<file path="config.mk">
export PLATFORM = sky130hd
export DESIGN_NAME = wb_commit_trace
export DESIGN_NICKNAME = d
export VERILOG_FILES = /design/src/rtl/wb_commit_trace_pkg.sv /design/src/rtl/wb_trace_fifo_mem.sv /design/src/rtl/wb_commit_trace.sv
export SDC_FILE = /design/constraint.sdc
export NUM_CORES = 1
export LEC_CHECK = 0
export BUFFER_PORTS_ARGS = -buffer_cell sky130_fd_sc_hd__buf_2
export CAP_MARGIN = 10
export CELL_PAD_IN_SITES_DETAIL_PLACEMENT = 1
export CELL_PAD_IN_SITES_GLOBAL_PLACEMENT = 2
export CORE_MARGIN = 2
export CORE_UTILIZATION = 40
export CTS_CLUSTER_DIAMETER = 200
export DETAILED_ROUTE_END_ITERATION = 7
export PLACE_DENSITY = 0.75
export SLEW_MARGIN = 10
export SYNTH_ARGS = -nofsm -noshare
export SYNTH_HDL_FRONTEND = slang
export SYNTH_SLANG_ARGS = --single-unit
</file>
<file path="constraint.sdc">
create_clock -name clk -period 10 [get_ports clk]
set_input_delay 2 -clock clk [delete_from_list [all_inputs] [get_ports clk]]
set_output_delay 2 -clock clk [all_outputs]
set_load 0.02 [all_outputs]
</file>
<file path="src/rtl/wb_commit_trace_pkg.sv">
// Shared pipeline definitions used by the writeback commit trace.
// The trace entry packs {rd, data, pc, seq}, so its width depends on SEQ_W.
package wb_commit_trace_pkg;

  localparam int REG_ADDR_W    = 5;
  localparam int XLEN          = 32;
  localparam int TRACE_FIXED_W = REG_ADDR_W + XLEN + XLEN;

  function automatic int trace_entry_w(input int seq_w);
    return TRACE_FIXED_W + seq_w;
  endfunction

endpackage

</file>
<file path="src/rtl/wb_trace_fifo_mem.sv">
// Register-array storage for the commit trace FIFO.
// It has a synchronous write port, an asynchronous read port, and no reset.
module wb_trace_fifo_mem #(
  parameter int DEPTH   = 16,
  parameter int ENTRY_W = 85
) (
  input  logic                     clk,
  input  logic                     i_we,
  input  logic [$clog2(DEPTH)-1:0] i_waddr,
  input  logic [ENTRY_W-1:0]       i_wdata,
  input  logic [$clog2(DEPTH)-1:0] i_raddr,
  output logic [ENTRY_W-1:0]       o_rdata
);

  logic [ENTRY_W-1:0] r_mem [DEPTH];

  always_ff @(posedge clk) begin
    if (i_we) r_mem[i_waddr] <= i_wdata;
  end

  assign o_rdata = r_mem[i_raddr];

endmodule

</file>
<file path="src/rtl/wb_commit_trace.sv">
// Captures retired register-file writes into a FIFO drained over valid/ready.
// Every commit event consumes a sequence number, so dropped commits show up as gaps.
module wb_commit_trace
  import wb_commit_trace_pkg::*;
#(
  parameter int DEPTH = 16,
  parameter int SEQ_W = 16
) (
  input  logic                    clk,
  input  logic                    reset,
  input  logic                    wb_rf_enable,
  input  logic [REG_ADDR_W-1:0]   wb_rd,
  input  logic [XLEN-1:0]         wb_data,
  input  logic [XLEN-1:0]         wb_pc,
  input  logic                    capture_en,
  output logic                    out_valid,
  input  logic                    out_ready,
  output logic [REG_ADDR_W-1:0]   out_rd,
  output logic [XLEN-1:0]         out_data,
  output logic [XLEN-1:0]         out_pc,
  output logic [SEQ_W-1:0]        out_seq,
  output logic [$clog2(DEPTH):0]  count,
  output logic                    overflow,
  output logic [7:0]              drop_count
);

  localparam int PTR_W   = $clog2(DEPTH);
  localparam int CNT_W   = PTR_W + 1;
  localparam int ENTRY_W = trace_entry_w(SEQ_W);
  localparam logic [CNT_W-1:0] FULL_CNT = CNT_W'(DEPTH);
  localparam logic [7:0]       DROP_MAX = 8'hFF;

  logic [PTR_W-1:0]   r_wptr;
  logic [PTR_W-1:0]   r_rptr;
  logic [CNT_W-1:0]   r_count;
  logic [SEQ_W-1:0]   r_seq;
  logic               r_overflow;
  logic [7:0]         r_drop_count;

  logic               w_commit;
  logic               w_pop;
  logic               w_full;
  logic               w_push;
  logic               w_drop;
  logic [ENTRY_W-1:0] w_wdata;
  logic [ENTRY_W-1:0] w_rdata;

  // x0 writes are architecturally invisible and never count as commits.
  assign w_commit = wb_rf_enable && (wb_rd != '0) && capture_en;
  assign w_full   = (r_count == FULL_CNT);
  assign w_pop    = out_valid && out_ready;
  assign w_push   = w_commit && (!w_full || w_pop);
  assign w_drop   = w_commit && w_full && !w_pop;
  assign w_wdata  = {wb_rd, wb_data, wb_pc, r_seq};

  wb_trace_fifo_mem #(
    .DEPTH   (DEPTH),
    .ENTRY_W (ENTRY_W)
  ) u_mem (
    .clk     (clk),
    .i_we    (w_push),
    .i_waddr (r_wptr),
    .i_wdata (w_wdata),
    .i_raddr (r_rptr),
    .o_rdata (w_rdata)
  );

  assign {out_rd, out_data, out_pc, out_seq} = w_rdata;
  assign out_valid  = (r_count != '0);
  assign count      = r_count;
  assign overflow   = r_overflow;
  assign drop_count = r_drop_count;

  always_ff @(posedge clk or posedge reset) begin
    if (reset) begin
      r_wptr       <= '0;
      r_rptr       <= '0;
      r_count      <= '0;
      r_seq        <= '0;
      r_overflow   <= 1'b0;
      r_drop_count <= '0;
    end else begin
      if (w_push) r_wptr <= r_wptr + PTR_W'(1);
      if (w_pop)  r_rptr <= r_rptr + PTR_W'(1);
      if (w_push && !w_pop)      r_count <= r_count + CNT_W'(1);
      else if (!w_push && w_pop) r_count <= r_count - CNT_W'(1);
      if (w_commit) r_seq <= r_seq + SEQ_W'(1);
      if (w_drop) begin
        r_overflow <= 1'b1;
        if (r_drop_count != DROP_MAX) r_drop_count <= r_drop_count + 8'd1;
      end
    end
  end

endmodule
</file>
; ---- Word level (Yosys, flattened, before mapping)
; Memories as Yosys holds them, arrays and structs flattened.
; Index checks and enable logic that the tools add are counted.
; W data, S select, Z words.
[totals]
ff_bits = 38
output_inout_bits = 100
mem_bits_rw = 1360
mem_count = 1
[memory_table]
columns = name, words, word_bits, read_ports, rd_ports_with_merged_regs, wr, line_no
row1 = u_mem.r_mem, 16, 85, 1, 0, 1, wb_trace_fifo_mem.sv:15  ; logic [ENTRY_W-1:0] r_mem [DEPTH];
[op_classes]
muxes = 4
n_eq_ne = 2
addsub = 6
reduce_logical = 16
[ops]
columns = operator, n
row1 = $add A16 B1 Y16 const B, 1
row2 = $mux W5, 2
row3 = $reduce_bool A5 Y1, 2
row4 = $add A4 B1 Y4 const B, 2
row5 = $add A8 B1 Y8 const B, 1
row6 = $logic_and A1 B1 Y1, 8
row7 = $ne A8 B8 Y1 const B, 1
row8 = $add A5 B1 Y5 const B, 1
row9 = $eq A5 B5 Y1 const B, 1
row10 = $sub A5 B1 Y5 const B, 1
row11 = $logic_not A1 Y1, 3
row12 = $mux W1, 2
row13 = $reduce_and A2 Y1, 1
row14 = $reduce_bool A2 Y1, 1
row15 = $logic_or A1 B1 Y1, 1

; ---- Depth between registers and ports, before layout
[logic_depth]
ltp_word = 8
depth_mapped = 11
depth_no_buf = 11

; ---- By module
; A second synthesis with hierarchy kept.
[hier_totals]
cells_unflattened = 2263
area_unflattened_um2 = 52768.1
[by_module_without_submodules]
columns = mod, area_each_um2, n_inst, cells_per_inst
row1 = wb_trace_fifo_mem, 50830.0, 1, 2095
row2 = wb_commit_trace, 1938.1, 1, 168

; ---- Worst setup path after synthesis
; No wires, ideal clock.
[synth_timing]
path_kind = input port to flip-flop
startpoint = input wb_rd[3]
endpoint = memory u_mem.r_mem[0][0], enable pin
t_arrival_ns = 11.111
required_time_ns = 9.233
path_slack_ns = -1.878
stages = 4
cell_sequence = nor4_2 > a21oi_1 > nand2_1 > nor4b_1
[synth_via]
elab_chain_len = 6
[synth_rtl]
columns = item, line_no
row1 = from (decl), wb_commit_trace.sv:12  ; input logic [REG_ADDR_W-1:0] wb_rd,
row2 = $reduce_bool A5 Y1, wb_commit_trace.sv:49  ; assign w_commit = wb_rf_enable && (wb_rd != '0) && capture_en;
row3 = $logic_and A1 B1 Y1 (2 in a row), wb_commit_trace.sv:49
row4 = $logic_and A1 B1 Y1, wb_commit_trace.sv:52  ; assign w_push = w_commit && (!w_full || w_pop);
row5 = $mux W1, wb_trace_fifo_mem.sv:18  ; if (i_we) r_mem[i_waddr] <= i_wdata;
row6 = $mux W1 (not written as such), wb_trace_fifo_mem.sv:18
row7 = to (decl), wb_trace_fifo_mem.sv:15
; Every way passes these cells.

; ---- Final worst setup path
[layout_timing]
startpoint = register r_rptr[0]
endpoint = output out_data[6]
[layout_via]
elab_chain_len = 1
[layout_rtl]
columns = item, line_no
row1 = from (decl), wb_commit_trace.sv:34  ; logic [PTR_W-1:0] r_rptr;
row2 = from (signal assigned), wb_commit_trace.sv:84  ; if (w_pop) r_rptr <= r_rptr + PTR_W'(1);
row3 = $mem_v2 Z16 W85, n/a
row4 = to (decl), wb_commit_trace.sv:19  ; output logic [XLEN-1:0] out_data,
; Every way passes these cells.

==> impl_metrics.env <==
export IMPL_fp_dieW_um=367
export IMPL_clk_pin_slew_worst_paths_ns=0.06
export IMPL_synth_seq_cells=1398
export IMPL_violation_count_after_the_first_detailed_routing_iteration=2655
export IMPL_worstMarginPinSlew_ns=1.24
export IMPL_finalHoldViolCount=0
export IMPL_skew_pair_late_insertion_delay_ns=0.78
export IMPL_worstReg2RegStart="count[0]$_DFFE_PP0P_"
export IMPL_power_net_switching_mw=5.38
export IMPL_grt_pass1_vias=26900
export IMPL_cts_hold_repair_buffers=0
export IMPL_drv_slew=0
export IMPL_grt_max_degree=125
export IMPL_finalSetupViolCount=0
export IMPL_routed_via_count=24700
export IMPL_number_of_antenna_violations_at_the_first_check_in_global_routing=14
export IMPL_endpoint_of_the_worst_hold_timing_path="drop_count[5]$_DFFE_PP0P_"
export IMPL_min_delay_start="drop_count[5]$_DFFE_PP0P_"
export IMPL_synth_flop_cell="sky130_fd_sc_hd__edfxtp_1"
export IMPL_worstPathCellList="buf_12 -> mux4_2 -> a22oi_1 -> nand2_1 -> buf_2"
export IMPL_timing_critical_path_required_ns=8.00
export IMPL_place_hpwl_um=64800
export IMPL_dieHeight_um=367
export IMPL_critPathMaxFanout=122
export IMPL_synthesis_instances=2277
export IMPL_power_per_cell_area_nw_per_um2=284
export IMPL_yosys_top_cells_area="sky130_fd_sc_hd__edfxtp_1, sky130_fd_sc_hd__mux4_2, sky130_fd_sc_hd__a22oi_1"
export IMPL_worstHoldPathCells=1
export IMPL_place_area_um2=55800
export IMPL_synthesis_to_layout_area_growth_pct=14.4
export IMPL_drt_pass1_iterations=5
export IMPL_io_buffers=173
export IMPL_core_area_um2=131000
export IMPL_cts_resized_gates=0
export IMPL_floorplan_initialDensity=0.402
export IMPL_dieArea_um2=135000
export IMPL_design_area_um2=60400
export IMPL_reg2reg_setup_slack_ns=5.58
export IMPL_crit_path_end_kind="output port"
export IMPL_critical_path_slowest_cell="sky130_fd_sc_hd__dfrtp_4"
export IMPL_gr_util_all_layers=0.187
export IMPL_combinationalPowerShare=0.277
export IMPL_drt_drc_violations_left=0
export IMPL_via_per_inst=5.64
export IMPL_reg_power_frac=0.414
export IMPL_cts_buffers_inserted=145
export IMPL_grt_pass1_wl_um=185000
export IMPL_yosysWarningCount=0
export IMPL_post_cts_repair_setup_buffers=0
export IMPL_crit_arrival_ns=4.01
export IMPL_syn_area_per_cell_um2=23.2
export IMPL_worst_path_largest_cell_delay_ns=0.91
export IMPL_worstHoldPathType="register to register"
export IMPL_crit_path_start_kind="register"
export IMPL_r2r_cells=11
export IMPL_cts_tree="built"
export IMPL_p_leak_nw=19.2
export IMPL_synthesis_area_um2=52800
export IMPL_synth_async_sr_flop_share=0.0272
export IMPL_detail_route_wl_per_cell_um=28.6
export IMPL_criticalPathCategory="register to output port"
export IMPL_clk_root_buffer_cell="sky130_fd_sc_hd__clkbuf_16"
export IMPL_mappedNetlistNets=2363
export IMPL_timing_max_slew_rel_slack=0.174
export IMPL_timing_critical_path_buf_inv=2
export IMPL_max_freq_ghz=0.166
export IMPL_netlist_cell_type_count=46
export IMPL_synth_yosys_seq_area_share=0.791
export IMPL_cellInternalPower_mw=11.8
export IMPL_layout_filler_cells=11800
export IMPL_post_detailed_route_count_of_antenna_violating_nets=0
export IMPL_irDropWorstVdd_v=0.000279
export IMPL_yosys_top_cells_count="sky130_fd_sc_hd__edfxtp_1, sky130_fd_sc_hd__mux4_2, sky130_fd_sc_hd__a22oi_1"
export IMPL_outcome="complete, no violations"
export IMPL_cts_sinks=1398
export IMPL_skew_ns=0.0466
export IMPL_max_clock_path_buffers=3
export IMPL_final_stage_net_count=2601
export IMPL_synth_top_cell_by_area="sky130_fd_sc_hd__edfxtp_1"
export IMPL_gpl_final_weighted_congestion=0.725
export IMPL_min_clock_period_post_route_ns=6.01
export IMPL_crit_reg2reg_capture="count[4]$_DFFE_PP0P_"
export IMPL_post_route_period_util=0.601
export IMPL_cts_htree_levels=4
export IMPL_netSwitchingFraction=0.314
export IMPL_detail_route_wirelength_um=125000
export IMPL_clock_power_share=0.309
export IMPL_synth_top_area_share=0.773
export IMPL_finalPower_mw=17.1
export IMPL_std_cell_rows=133
export IMPL_rsz0062_at_grt="no"
export IMPL_synth_edff_count=1360
export IMPL_cpLargestDelayFamily="flip-flops"
export IMPL_grt_ovfl_total=0
export IMPL_yosys_cell_count_top_type="sky130_fd_sc_hd__edfxtp_1"
export IMPL_fraction_of_layout_cells_with_a_size_suffix_above_1=0.299
export IMPL_io_pin_count=174
export IMPL_max_cap_violations=0
-- power groups by stage --
stage / clock, mW / combinational (mW) / sequential, mW
2_1_floorplan: 0 / 3.36 / 7.08
3_5_place_dp: 0 / 4.85 / 7.22
5_1_grt: 5.60 / 5.10 / 7.13
6_report: 5.30 / 4.76 / 7.09
3_3_place_gp: 0 / 4.79 / 7.18
4_1_cts: 5.39 / 4.87 / 7.10
-- per-layer routing --
| metal | GRT usage | vias to the layer above | part of all wire |
|---|---|---|---|
| li1 | - | 10200 | - |
| met1 | 0.253 | 13400 | 0.42 |
| met2 | 0.309 | 862 | 0.50 |
| met3 | 0.0355 | 228 | 0.059 |
| met4 | 0.0555 | 4 | 0.026 |
| met5 | 0 | - | 0.00022 |
-- logic make-up after synthesis --
logic type	after synthesis	share of synthesized area
flip-flops	1398	0.791
AND/OR/NAND/NOR	175	0.0162
multiplexers	343	0.146
buffers and inverters	131	0.0125
adder cells (fa/ha/maj)	12	0.00298
AO/OA/AOI/OAI	187	0.0263
XOR/XNOR	31	0.00514
-- worst max path at each step --
stage	from	end	slack (ns)	cells past startpoint
after CTS	r_rptr[0]$_DFFE_PP0N_	out_data[6]	3.86	5
after global placement	wb_rd[0]	count[4]$_DFFE_PP0P_	3.71	13
after floorplan	wb_rd[3]	u_mem.r_mem[0][0]$_DFFE_PP_	-1.88	4
final	r_rptr[0]$_DFFE_PP0N_	out_data[6]	3.99	5
after global routing	r_rptr[0]$_DFFE_PP0N_	out_data[6]	3.68	5
after detailed placement	wb_rd[3]	count[4]$_DFFE_PP0P_	3.78	13
-- area by class of cell --
cell class,instances,area [µm²],share of cell area
clock inverter,80,797,0.0132
sequential,1398,41800,0.692
tap,1755,2200,0.0363
clock buffer,178,3850,0.0637
timing repair buffer,214,1290,0.0213
multi-input combinational,748,10500,0.173
inverter,8,30.0,0.000497
antenna,1,2.50,0.0000414
-- state kept, by name (all words and copies together), names as in the netlist --
name and flops:
drop_count 8, r_wptr 4, r_seq 16, count 5
u_mem.r_mem 1360, overflow 1, r_rptr 4
-- per-stage QoR --
stage / setup WS (ns) / setup TNS [ns] / hold slack, ns / util / cells
2_1_floorplan: -1.88 / -638.39 / 0.493 / - / 2277
3_3_place_gp: 3.71 / 0 / 0.470 / 0.425 / 4123
3_5_place_dp: 3.78 / 0 / 0.469 / 0.425 / 4123
4_1_cts: 3.86 / 0 / 0.491 / 0.460 / 4381
5_1_grt: 3.68 / 0 / 0.521 / 0.460 / 4381
6_report: 3.99 / 0 / 0.487 / 0.460 / 4382
-- cell usage in the layout, fill, tap and decap left out, drive strengths merged, types with 8 or more instances in the layout --
master	instances
nand3	16
dfrtp	38
clkbuf	178
clkinv	51
nor3	8
nor2	10
mux4	340
nand2	103
buf	214
bufinv	12
a22oi	170
xor2	12
xnor2	19
edfxtp	1360
nand4	8
ha	11
inv	20
(Power assumes the default switching activity.)
